### src/rtl/systolic_feeder_pkg.sv
// Shared definitions for the systolic array feeder: FSM state encoding and
// the width helper for lane-count counters.
package systolic_feeder_pkg;

  typedef enum logic [2:0] {
    IDLE        = 3'd0,
    LOAD_W      = 3'd1,
    SWITCH_WAIT = 3'd2,
    STREAM      = 3'd3,
    DRAIN       = 3'd4,
    DONE        = 3'd5
  } state_t;

  localparam int MAX_N = 16;

  // A counter that must hold the value n (not just n-1) needs this many bits.
  function automatic int cnt_width(input int n);
    return $clog2(n + 1);
  endfunction

endpackage

### src/rtl/systolic_feeder_skew_line.sv
// skew_line: DEPTH-stage shift register carrying {valid, data} together,
// with a synchronous clear that empties every stage.
module skew_line #(
  parameter int DEPTH  = 1,
  parameter int DATA_W = 16
) (
  input  logic              clk,
  input  logic              clr,
  input  logic              shift_valid,
  input  logic [DATA_W-1:0] shift_data,
  output logic              tap_valid,
  output logic [DATA_W-1:0] tap_data
);

  logic [DATA_W:0] stage_r [DEPTH];

  // Shift one stage per cycle; clear drops every in-flight beat.
  always_ff @(posedge clk) begin
    if (clr) begin
      for (int i = 0; i < DEPTH; i++) begin
        stage_r[i] <= '0;
      end
    end else begin
      stage_r[0] <= {shift_valid, shift_data};
      for (int i = 1; i < DEPTH; i++) begin
        stage_r[i] <= stage_r[i-1];
      end
    end
  end

  assign {tap_valid, tap_data} = stage_r[DEPTH-1];

endmodule

### src/rtl/systolic_feeder.sv
// systolic_feeder: sequences one tile into an NxN systolic array (skewed weight
// load, switch pulse, skewed input stream). Optional: SYSTOLIC_FEEDER_TRANSPOSE_EN.
module systolic_feeder
  import systolic_feeder_pkg::*;
#(
  parameter int N      = 2,
  parameter int DATA_W = 16,
  parameter int CNT_W  = 16
) (
  input  logic                clk,
  input  logic                rst,
  input  logic                cmd_valid_in,
  output logic                cmd_ready_out,
  input  logic                cmd_load_w_in,
  input  logic [CNT_W-1:0]    cmd_num_rows_in,
`ifdef SYSTOLIC_FEEDER_TRANSPOSE_EN
  input  logic                cmd_transpose_in,
`endif
  input  logic [N*DATA_W-1:0] w_data_in,
  input  logic                w_valid_in,
  output logic                w_ready_out,
  input  logic [N*DATA_W-1:0] x_data_in,
  input  logic                x_valid_in,
  output logic                x_ready_out,
  output logic [N*DATA_W-1:0] sys_weight_out,
  output logic [N-1:0]        sys_accept_w_out,
  output logic                sys_switch_out,
  output logic [N*DATA_W-1:0] sys_data_out,
  output logic [N-1:0]        sys_start_out,
  output logic                busy_out,
  output logic                done_out
);

  localparam int CW = cnt_width(N);

  state_t              state_r;
  logic [CNT_W-1:0]    m_r;
  logic [CNT_W-1:0]    x_cnt_r;
  logic [CW-1:0]       w_cnt_r;
  logic [CW-1:0]       wait_cnt_r;
  logic                sys_switch_r;
  logic                done_r;
  logic                w_accept_s;
  logic                x_accept_s;
  logic                w_lane_valid_s;
  logic [N*DATA_W-1:0] w_lane_data_s;
  logic [N*DATA_W-1:0] x_lane_data_s;

  assign cmd_ready_out  = (state_r == IDLE);
  assign busy_out       = (state_r != IDLE);
  assign w_ready_out    = (state_r == LOAD_W) && (w_cnt_r < CW'(N));
  assign x_ready_out    = (state_r == STREAM) && (x_cnt_r < m_r);
  assign w_accept_s     = w_valid_in && w_ready_out;
  assign x_accept_s     = x_valid_in && x_ready_out;
  assign sys_switch_out = sys_switch_r;
  assign done_out       = done_r;

`ifdef SYSTOLIC_FEEDER_TRANSPOSE_EN
  logic                tp_r;
  logic                tp_emit_s;
  logic [N*DATA_W-1:0] tile_r [N];
  logic [N*DATA_W-1:0] col_s;

  // Emission runs once all N rows sit in the tile; wait_cnt_r picks the column.
  assign tp_emit_s = (state_r == LOAD_W) && tp_r && (w_cnt_r == CW'(N));

  // Column c of the captured tile: lane j carries tile row j, element c.
  always_comb begin
    col_s = '0;
    for (int c = 0; c < N; c++) begin
      for (int j = 0; j < N; j++) begin
        col_s[j*DATA_W +: DATA_W] = (wait_cnt_r == CW'(c)) ?
            tile_r[j][c*DATA_W +: DATA_W] : col_s[j*DATA_W +: DATA_W];
      end
    end
  end

  // Capture accepted weight rows into the tile while transposing.
  always_ff @(posedge clk) begin
    if (rst) begin
      for (int r = 0; r < N; r++) begin
        tile_r[r] <= '0;
      end
    end else begin
      for (int r = 0; r < N; r++) begin
        if (w_accept_s && tp_r && (w_cnt_r == CW'(r))) begin
          tile_r[r] <= w_data_in;
        end
      end
    end
  end

  assign w_lane_valid_s = tp_r ? tp_emit_s : w_accept_s;
  assign w_lane_data_s  = tp_r ? (tp_emit_s ? col_s : '0)
                               : (w_accept_s ? w_data_in : '0);
`else
  assign w_lane_valid_s = w_accept_s;
  assign w_lane_data_s  = w_accept_s ? w_data_in : '0;
`endif

  // Bubbles enter the skew lines as zero data so idle lanes stay quiet.
  assign x_lane_data_s = x_accept_s ? x_data_in : '0;

  // Tile sequencer: all state, counters and the switch/done pulses.
  always_ff @(posedge clk) begin
    if (rst) begin
      state_r      <= IDLE;
      m_r          <= '0;
      x_cnt_r      <= '0;
      w_cnt_r      <= '0;
      wait_cnt_r   <= '0;
      sys_switch_r <= 1'b0;
      done_r       <= 1'b0;
`ifdef SYSTOLIC_FEEDER_TRANSPOSE_EN
      tp_r         <= 1'b0;
`endif
    end else begin
      sys_switch_r <= 1'b0;
      done_r       <= 1'b0;
      case (state_r)
        IDLE: begin
          if (cmd_valid_in) begin
            m_r        <= cmd_num_rows_in;
            x_cnt_r    <= '0;
            w_cnt_r    <= '0;
            wait_cnt_r <= '0;
`ifdef SYSTOLIC_FEEDER_TRANSPOSE_EN
            tp_r       <= cmd_transpose_in;
`endif
            if (cmd_load_w_in) begin
              state_r <= LOAD_W;
            end else if (cmd_num_rows_in != '0) begin
              state_r <= STREAM;
            end else begin
              state_r <= DONE;
            end
          end
        end
        LOAD_W: begin
          if (w_accept_s) begin
            w_cnt_r <= w_cnt_r + CW'(1);
          end
`ifdef SYSTOLIC_FEEDER_TRANSPOSE_EN
          if (tp_r) begin
            if (tp_emit_s) begin
              if (wait_cnt_r == CW'(N - 1)) begin
                wait_cnt_r <= '0;
                state_r    <= SWITCH_WAIT;
              end else begin
                wait_cnt_r <= wait_cnt_r + CW'(1);
              end
            end
          end else if (w_accept_s && (w_cnt_r == CW'(N - 1))) begin
            state_r <= SWITCH_WAIT;
          end
`else
          if (w_accept_s && (w_cnt_r == CW'(N - 1))) begin
            state_r <= SWITCH_WAIT;
          end
`endif
        end
        SWITCH_WAIT: begin
          // N cycles after the last weight beat, lane N-1 has drained.
          if (sys_switch_r) begin
            wait_cnt_r <= '0;
            state_r    <= (m_r != '0) ? STREAM : DONE;
          end else if (wait_cnt_r == CW'(N - 1)) begin
            sys_switch_r <= 1'b1;
          end else begin
            wait_cnt_r <= wait_cnt_r + CW'(1);
          end
        end
        STREAM: begin
          if (x_accept_s) begin
            x_cnt_r <= x_cnt_r + CNT_W'(1);
            if (x_cnt_r == (m_r - CNT_W'(1))) begin
              wait_cnt_r <= '0;
              state_r    <= DRAIN;
            end
          end
        end
        DRAIN: begin
          if (wait_cnt_r == CW'(N - 1)) begin
            state_r <= DONE;
          end else begin
            wait_cnt_r <= wait_cnt_r + CW'(1);
          end
        end
        DONE: begin
          done_r  <= 1'b1;
          state_r <= IDLE;
        end
        default: begin
          state_r <= IDLE;
        end
      endcase
    end
  end

  // Lane k of each side is delayed k+1 cycles to form the diagonal wavefront.
  for (genvar k = 0; k < N; k++) begin : g_lane
    skew_line #(.DEPTH(k + 1), .DATA_W(DATA_W)) u_w_skew (
      .clk         (clk),
      .clr         (rst),
      .shift_valid (w_lane_valid_s),
      .shift_data  (w_lane_data_s[k*DATA_W +: DATA_W]),
      .tap_valid   (sys_accept_w_out[k]),
      .tap_data    (sys_weight_out[k*DATA_W +: DATA_W])
    );
    skew_line #(.DEPTH(k + 1), .DATA_W(DATA_W)) u_x_skew (
      .clk         (clk),
      .clr         (rst),
      .shift_valid (x_accept_s),
      .shift_data  (x_lane_data_s[k*DATA_W +: DATA_W]),
      .tap_valid   (sys_start_out[k]),
      .tap_data    (sys_data_out[k*DATA_W +: DATA_W])
    );
  end

endmodule

### config.mk
export PLATFORM = sky130hd
export DESIGN_NAME = systolic_feeder
export DESIGN_NICKNAME = d
export VERILOG_FILES = /design/src/rtl/systolic_feeder_pkg.sv /design/src/rtl/systolic_feeder_skew_line.sv /design/src/rtl/systolic_feeder.sv
export SDC_FILE = /design/constraint.sdc
export NUM_CORES = 1
export LEC_CHECK = 0
export CAP_MARGIN = 30
export CORE_MARGIN = 2
export CORE_UTILIZATION = 55
export CTS_CLUSTER_SIZE = 8
export DETAILED_ROUTE_END_ITERATION = 10
export DONT_BUFFER_PORTS = 1
export PLACE_DENSITY = 0.8
export SYNTH_ARGS = -nofsm -noshare
export SYNTH_HDL_FRONTEND = slang
export SYNTH_SLANG_ARGS = --single-unit
### constraint.sdc
create_clock -name clk -period 4.6 [get_ports clk]
set_input_delay 0.92 -clock clk [delete_from_list [all_inputs] [get_ports clk]]
set_output_delay 0.92 -clock clk [all_outputs]
set_load 0.05 [all_outputs]
==> reports/results.ini <==
[synth]
ys.flop_type = dfxtp_1
yosys-top-cells-area = dfxtp_1 49%, and2_1 7.5%, buf_4 4.7%
yosys.area.top_type_share = 0.4911
synth_edf_count = 0
synth_cell_type_count = 59
ys_seq_area_frac = 0.4911
async_flop_share = 0
synth_fp_nets = 714
ys_seq_elements = 141
syn_avg_cell_area_um2 = 9.454
yosysWarnings = 0
syn-cell-area_um2 = 5748
synth_cells = 608
yosys.area.top_type = dfxtp_1

[pwr]
power_switching_mw = 1.280
pwr-share-comb = 0.242
powerDensity_nw_per_um2 = 596.5
switching_share = 0.3493
irDropWorstVdd_mv = 0.3290
power_frac_clock = 0.350
power_leakage_nw = 2.353
p_total_mw = 3.664
cellInternalPower_mw = 2.384
p_seq_frac = 0.408

[setup_path]
crit_path_top_delay_cell = and2_1
critPathCaptureType = primary output
timing.critical_path.buf_inv = 1
slowest_delay_ns = 0.51
rrSetupSlack_ns = 1.65
critPathKind = reg -> out
crit_arrival_ns = 2.86
crit_chain = inv_1 -> ha_1 -> a21o_1 -> a221o_1 -> o41ai_4 -> and2_1
worst-path-max-fanout = 6
startpoint_type = flip-flop
critPathTopFamily = compound AO/OA/AOI/OAI gates
cp.required_ns = 3.68

[sta]
hold_violations = 0
period_share = 0.8208
tightest_slew_ns = 0.8364
drv_slew = 0
setup_ws_ns = 0.8245
fin_tns_setup_ns = 0
post-route-min-period_ns = 3.775
rsz0062_at_grt = false
fin_skew_ns = 0.01440
max_freq_ghz = 0.2649
setup-violations-final = 0
relSlewSlack = 0.4424

[clock_tree]
clk_latency_ns = 0.52
hold_buffers = 0
clk_pin_slew_ns = 0.07
post_cts_resized = 0
cts_setup_buffers = 0
htree_levels = 4
clock-sinks = 141
root_buffer = clkbuf_8
cts_buffer_depth = 2
cts_buffers = 17
cts_tree = yes

[place]
portBuffers = 0
post_dp_cell_area_um2 = 5558
routabilityCongestion = 0.9122
hpwlAfterDp_um = 8741
dpl_worst_slack_ns = 1.397
dp.cells = 686

[run]
maxCapViolCount = 0

[die]
num_io_pins = 160
core_um2 = 10230
die-height_um = 106.2
initial_core_util = 0.5618
die_area_um2 = 11280
die_w_um = 106.2
core.rowCount = 37

[final_layout]
area_growth_pct = 6.878
stdcell_count = 719
diodes = 0
fin_nets = 677
final_cell_area_um2 = 6143
drive_gt1_frac = 0.08233

[drt]
post_drt_wl_per_cell_um = 16.94
vias = 4015
firstDrtPassIters = 5
vias_per_cell = 5.584
drc = 0
drtIter0Drc = 198
postRouteAntennaNets = 0
wirelength_um = 12180

[grt]
grt_pass1_vias = 3797
antenna_found_initial = 0
grt_use_total = 0.2123
grt_start_max_net_pins = 65
gr-total-overflow = 0
grt_pass1_wl_um = 18830

[status]
status = completed

[worst_hold_path]
hold_class = reg -> reg

[synth_stat cells (2+ instances only)]
cell type / n
a211oi_1: 2
a21o_1: 5
a21oi_1: 40
a31oi_1: 3
and2_1: 69
and3_1: 5
buf_1: 2
buf_2: 3
buf_4: 36
buf_6: 2
clkbuf_1: 16
dfxtp_1: 141
ha_1: 20
inv_1: 25
nand2_1: 48
nand2b_1: 6
nand3_1: 14
nand4_1: 7
nor2_1: 17
nor2b_1: 35
nor3_1: 11
nor4_1: 7
nor4_4: 2
o211ai_1: 2
o21ai_0: 17
o22ai_1: 3
o31ai_1: 3
or3_1: 12
or4_1: 4
xnor2_1: 17
xor2_1: 6
[cell type report]
cell class / count / area [um^2]
fill: 864 / 4088
sequential: 141 / 2823
clock buffer: 17 / 414.1
timing repair buffer: 4 / 37.54
inverter: 25 / 93.84
clock inverter: 14 / 148.9
tap: 136 / 170.2
multi-input combinational: 382 / 2456
[per-stage QoR]
step                utilization  hold slack [ns]
finish                   0.6005           0.4354
global placement         0.5432           0.4157
detailed placement       0.5432           0.4204
global route             0.6005           0.4494
floorplan                     -           0.4138
CTS                      0.5983           0.4365
[sequential cells by signal, indices dropped and copies added (netlist names)]
signal	cells
state_r	3
g_lane.u_w_skew.stage_r	50
w_cnt_r	2
m_r	16
wait_cnt_r	2
done_out	1
g_lane.u_x_skew.stage_r	50
x_cnt_r	16
sys_switch_out	1
[worst paths after layout]
| check | startpoint | endpoint | depth (start not counted) |
|---|---|---|---|
| min reg2reg | g_lane[1].u_x_skew.stage_r[0][3] | g_lane[1].u_x_skew.stage_r[0][20] | 1 |
| min | g_lane[1].u_x_skew.stage_r[0][3] | g_lane[1].u_x_skew.stage_r[0][20] | 1 |
| max | m_r[9] | x_ready_out | 6 |
| max reg2reg | m_r[9] | x_cnt_r[9] | 9 |
[logic make-up (layout without fill, tap and decap cells)]
logic type                 count (synthesis)  after routing  share of synthesized area
adders and majority gates                 20             20                    0.04354
and+or+nand+nor                          250            250                     0.2510
xor gates and xnor gates                  23             23                    0.03505
AOI/OAI and AO/OA                         88             88                    0.09513
DFF                                      141            141                     0.4911
muxes                                      1              1                   0.001741
buffers and inverters                     85             60                    0.08250
[power by group through the flow]
stage	sequential [mW]	clock, mW	combinational, mW
2_1_floorplan	1.43	0	0.794
3_3_place_gp	1.51	0	0.829
3_5_place_dp	1.52	0	0.851
4_1_cts	1.49	1.31	0.862
5_1_grt	1.51	1.36	0.986
6_report	1.50	1.28	0.886
[cells in the final DEF (no fill, tap or decap), types with 3 or more instances in the layout]
master and count:
or4_1 4, a31oi_1 3, buf_4 3, nor4_1 7
nand3_1 14, and2_1 69, clkinvlp_4 4, o22ai_1 3
nor2b_1 35, or3_1 12, nand2b_1 6, inv_6 4
and3_1 5, a21o_1 5, nor3_1 10, nand4_1 7
a21oi_1 40, clkbuf_16 16, nand2_1 48, inv_8 4
inv_1 25, dfxtp_1 141, o31ai_1 3, xnor2_1 17
xor2_1 6, ha_1 20, o21ai_0 17, nor2_1 17
[routing by layer]
layer / track usage / vias up / share of wire / routed length, um
met5: 0 / - / 0 / 0
li1: - / 1928 / - / -
met4: 0.1006 / 0 / 0.022 / 271
met1: 0.2602 / 1890 / 0.42 / 5110
met2: 0.3379 / 169 / 0.48 / 5900
met3: 0.06867 / 28 / 0.074 / 896
No activity file was read; power rests on OpenSTA's default activity.
